--- src/rtl/updown_mod_counter.sv ---
// Up/down modulo counter (0..MAX) with prescaled enable, sync clear/load, wrap or saturate at limits.
// Outputs change one edge after inputs are sampled; no backpressure, the counter always accepts inputs.
module updown_mod_counter #(
  parameter int WIDTH    = 4,
  parameter int MAX      = 2**WIDTH-1,
  parameter int SATURATE = 0,
  parameter int PRESCALE = 1
) (
  input  logic             clk,
  input  logic             rst,
  input  logic             en,
  input  logic             up,
  input  logic             load,
  input  logic [WIDTH-1:0] load_val,
  input  logic             clear,
  output logic [WIDTH-1:0] count,
  output logic             wrap,
  output logic             sat,
  output logic             at_max,
  output logic             at_min
);

  localparam int               PW      = (PRESCALE > 1) ? $clog2(PRESCALE) : 1;
  localparam logic [WIDTH-1:0] MAX_V   = WIDTH'(MAX);
  localparam logic [PW-1:0]    PS_LAST = PW'(PRESCALE-1);

  logic [PW-1:0]    ps;
  logic [PW-1:0]    ps_nxt;
  logic [WIDTH-1:0] count_nxt;
  logic [WIDTH-1:0] load_clamped;
  logic             wrap_nxt;
  logic             sat_nxt;
  logic             step;

  assign at_max = (count == MAX_V);
  assign at_min = (count == '0);

  assign step         = en && (ps == PS_LAST);
  assign load_clamped = (load_val > MAX_V) ? MAX_V : load_val;

  always_comb begin
    count_nxt = count;
    ps_nxt    = ps;
    wrap_nxt  = 1'b0;
    sat_nxt   = 1'b0;
    if (clear) begin
      count_nxt = '0;
      ps_nxt    = '0;
    end else if (load) begin
      count_nxt = load_clamped;
      ps_nxt    = '0;
    end else if (en) begin
      if (!step) begin
        ps_nxt = ps + PW'(1);
      end else begin
        ps_nxt = '0;
        // Limit compare happens before +1/-1, so the WIDTH-bit arithmetic never overflows.
        if (up) begin
          if (!at_max) begin
            count_nxt = count + WIDTH'(1);
          end else if (SATURATE != 0) begin
            sat_nxt = 1'b1;
          end else begin
            count_nxt = '0;
            wrap_nxt  = 1'b1;
          end
        end else begin
          if (!at_min) begin
            count_nxt = count - WIDTH'(1);
          end else if (SATURATE != 0) begin
            sat_nxt = 1'b1;
          end else begin
            count_nxt = MAX_V;
            wrap_nxt  = 1'b1;
          end
        end
      end
    end
  end

  always_ff @(posedge clk) begin
    if (rst) begin
      count <= '0;
      ps    <= '0;
      wrap  <= 1'b0;
      sat   <= 1'b0;
    end else begin
      count <= count_nxt;
      ps    <= ps_nxt;
      wrap  <= wrap_nxt;
      sat   <= sat_nxt;
    end
  end

endmodule

--- config.mk ---
export PLATFORM = sky130hd
export DESIGN_NAME = updown_mod_counter
export DESIGN_NICKNAME = d
export VERILOG_FILES = /design/src/rtl/updown_mod_counter.sv
export SDC_FILE = /design/constraint.sdc
export NUM_CORES = 1
export LEC_CHECK = 0
export ABC_AREA = 1
export CAP_MARGIN = 5
export CELL_PAD_IN_SITES_DETAIL_PLACEMENT = 1
export CELL_PAD_IN_SITES_GLOBAL_PLACEMENT = 2
export CORE_UTILIZATION = 20
export CTS_CLUSTER_SIZE = 8
export DETAILED_ROUTE_END_ITERATION = 6
export PLACE_DENSITY_LB_ADDON = 0.15
export SLEW_MARGIN = 20
export SYNTH_ARGS = -nofsm -noshare
export SYNTH_HDL_FRONTEND = slang
export SYNTH_SLANG_ARGS = --single-unit
--- constraint.sdc ---
create_clock -name clk -period 1.4 [get_ports clk]
set_input_delay 0.28 -clock clk [delete_from_list [all_inputs] [get_ports clk]]
set_output_delay 0.28 -clock clk [all_outputs]
set_load 0.1 [all_outputs]
==> impl_metrics.csv <==
group,metric,value,unit
worst_setup_path,cp_max_fo,3,
synth,synth-edff-count,0,
clock_tree,clkTransAtPathRegs,50,ps
grt,grt_max_degree,10,
timing,slew_violations,0,
place,gp_congestion,0.712,
route,route.antenna.remaining_nets,0,
timing,finalCritPeriodShare,106,%
clock_tree,hold_buffers,0,
floorplanning,dieArea,2410,sq um
timing,period_needed,1490,ps
grt,grt.total_usage,13.2,%
route,drtIter0Drc,7,
clock_tree,tritoncts,"built",
synth,async_reset_ff_share,0,%
synth,ys_seq_elements,6,
clock_tree,cts-htree-levels,1,
synth,synth_area,443,sq um
clock_tree,cts_buffers,3,
synth,ys_top_cells_by_count,"nand2_1, inv_1, dfxtp_1, nand3_1, nor2_1",
worst_setup_path,path_cells,"inv_4, ha_4, inv_2, nor3_4, buf_12",
worst_setup_path,ff2ff_path_depth,9,
worst_hold_path,min_from,"ps",
worst_setup_path,cp.required,1120,ps
synth,synth_warnings,0,
cells_and_area,area_delta_synth_final,87.3,%
power_and_ir_drop,power.leakage,0.373,nW
clock_tree,insertion_delay,240,ps
synth,syn_inst,68,
synth,synth_flop_cell,"dfxtp_1",
synth,synth_area_leaders,"dfxtp_1, nand2_1, nand3_1",
synth,ys_seq_area_share,27.1,%
timing,setup_ws,-89.2,ps
grt,grt_pass1_wl,2.30,mm
grt,antenna_found_initial,0,
synth,synth_top_area_share,27.1,%
worst_hold_path,hold_path_depth,2,
timing,setup_viol,2,
synth,yosysUniqueCellTypes,24,
route,wl_per_cell,11.7,um
power_and_ir_drop,ir_worst_vdd,0.258,mV
grt,grt_overflow,0,
cells_and_area,n_antenna_cell,0,
worst_setup_path,cp.arrival,1210,ps
route,viasPerCell,4.28,
route,firstDrtPassIters,4,
worst_setup_path,end_kind,"output port",
timing,rsz0062_at_grt,"yes",
route,routed_wirelength,1.44,mm
worst_setup_path,cpPeakStageDelay,350,ps
clock_tree,cts_buffer_depth,2,
worst_hold_path,min_to,"ps",
worst_setup_path,critPathLaunchType,"flip-flop",
worst_hold_path,min_path_type,"flip-flop to flip-flop",
timing,clock-skew-final,0.600,ps
job,max_cap_viol_count,0,
cells_and_area,drive_gt1_share,38.5,%
clock_tree,numClockSinks,6,
worst_setup_path,rr_startpoint,"count[0]",
route,vias,526,
clock_tree,clockRootBuffer,"clkbuf_4",
timing,hold_viol,0,
synth,synth_top_area_cell,"dfxtp_1",
timing,final.setup.tns,-133,ps
cells_and_area,fin_util,41.0,%
place,hpwl,1.13,mm
synth,syn_area_per_cell,6.51,sq um
worst_setup_path,regToRegEndpoint,"count[3]",
floorplanning,coreArea,2020,sq um
synth,synth_fp_nets,80,
place,port_buffers,16,
timing,fmax,672,MHz
floorplanning,initial_core_util,21.9,%
floorplanning,fp.dieH,49.1,um
cells_and_area,nNetsFinal,109,
floorplanning,ioPinCount,18,
grt,first_global_vias,511,
status,violations,"negative setup slack",
worst_setup_path,crit_slowest_cell,"dfxtp_4",
worst_setup_path,reg2reg_slack,90,ps
worst_setup_path,critical_path_class,"flip-flop to output port",
synth,yosysMostFrequentCell,"nand2_1",
status,status,"finished, violations left",
route,route.detailed.drc,0,
power_and_ir_drop,p_per_area,767,nW/um^2
floorplanning,rows,16,
floorplanning,die_w,49.1,um
timing,hold_slack,437,ps
[report_power, final]
group          leakage (nW)  switching (mW)  total [mW]  internal (mW)
registers            0.0518          0.0155       0.190          0.174
logic                 0.306           0.156       0.267          0.111
clock network        0.0150          0.0712       0.180          0.109
total                 0.373           0.243       0.636          0.394
[per-layer routing]
layer  global-route usage, %  vias to the layer above  routed length [um]
li1                        -                      273                   -
met1                    15.1                      242                 631
met2                    23.1                        9                 769
met3                    1.87                        2                  25
met4                    7.35                        0                  13
met5                       0                        -                   0
[how the worst max path moves through the flow]
stage | startpoint | end | slack [ps] | cells past startpoint
after floorplan | count[1] | count[0] | -590 | 8
after global placement | up | count[2] | -30 | 6
after detailed placement | up | count[2] | -100 | 6
after CTS | count[0] | at_min | -110 | 5
after global routing | count[0] | at_min | -140 | 5
final | count[0] | at_min | -90 | 5
[cells by family after synthesis]
| family | share of synthesized area (%) |
|---|---|
| and+or+nand+nor | 36.2 |
| buffers and inverters | 14.7 |
| AOI/OAI and AO/OA | 11.6 |
| DFF | 27.1 |
| xor gates and xnor gates | 3.96 |
| adders and majority gates | 5.65 |
| other | 0.847 |
[area by class of cell]
type                            instances  area [sq um]
Multi-Input combinational cell         48           277
Sequential cell                         6           135
Fill cell                             256          1190
Clock buffer                            4          26.3
Timing Repair Buffer                   26           305
Inverter                               12          52.6
Tap cell                               27          33.8
[what timing repair did]
item                                    4_1_cts  5_1_grt
setup buffers                                 7        0
resized for setup                             0        0
pin swaps                                     3        0
endpoints found under the setup margin        2        2
[critical path: cells and delay by family, from the launching register on]
kind	cells	cell delay, ps
flip-flops	1	350
buffers and inverters	3	310
AND/OR/NAND/NOR	1	170
adder cells (fa/ha/maj)	1	130
[state kept, by name, summed over array words and instances, names as in the netlist]
register,count
count,4
ps,1
wrap,1
[cells in the final DEF (no fill, tap or decap), drive strengths merged]
master,netlist,layout
a211oi,1,1
a21oi,4,4
a31oi,1,1
buf,2,17
clkbuf,0,4
clkdlybuf4s50,0,9
clkinv,1,1
conb,1,1
dfxtp,6,6
ha,2,2
inv,11,11
nand2,18,18
nand3,7,7
nand4,1,1
nor2,7,7
nor3,2,2
o21ai,1,1
o221ai,1,1
xor2,2,2
[through the flow]
step	setup WS, ps	area (sq um)	instances	power, mW
floorplan	-591	483	68	0.348
global placement	-26.6	751	112	0.442
detailed placement	-105	751	112	0.445
CTS	-106	830	123	0.646
global route	-135	830	123	0.670
finish	-89.2	830	123	0.636
Power figures use the tool's default switching activity.
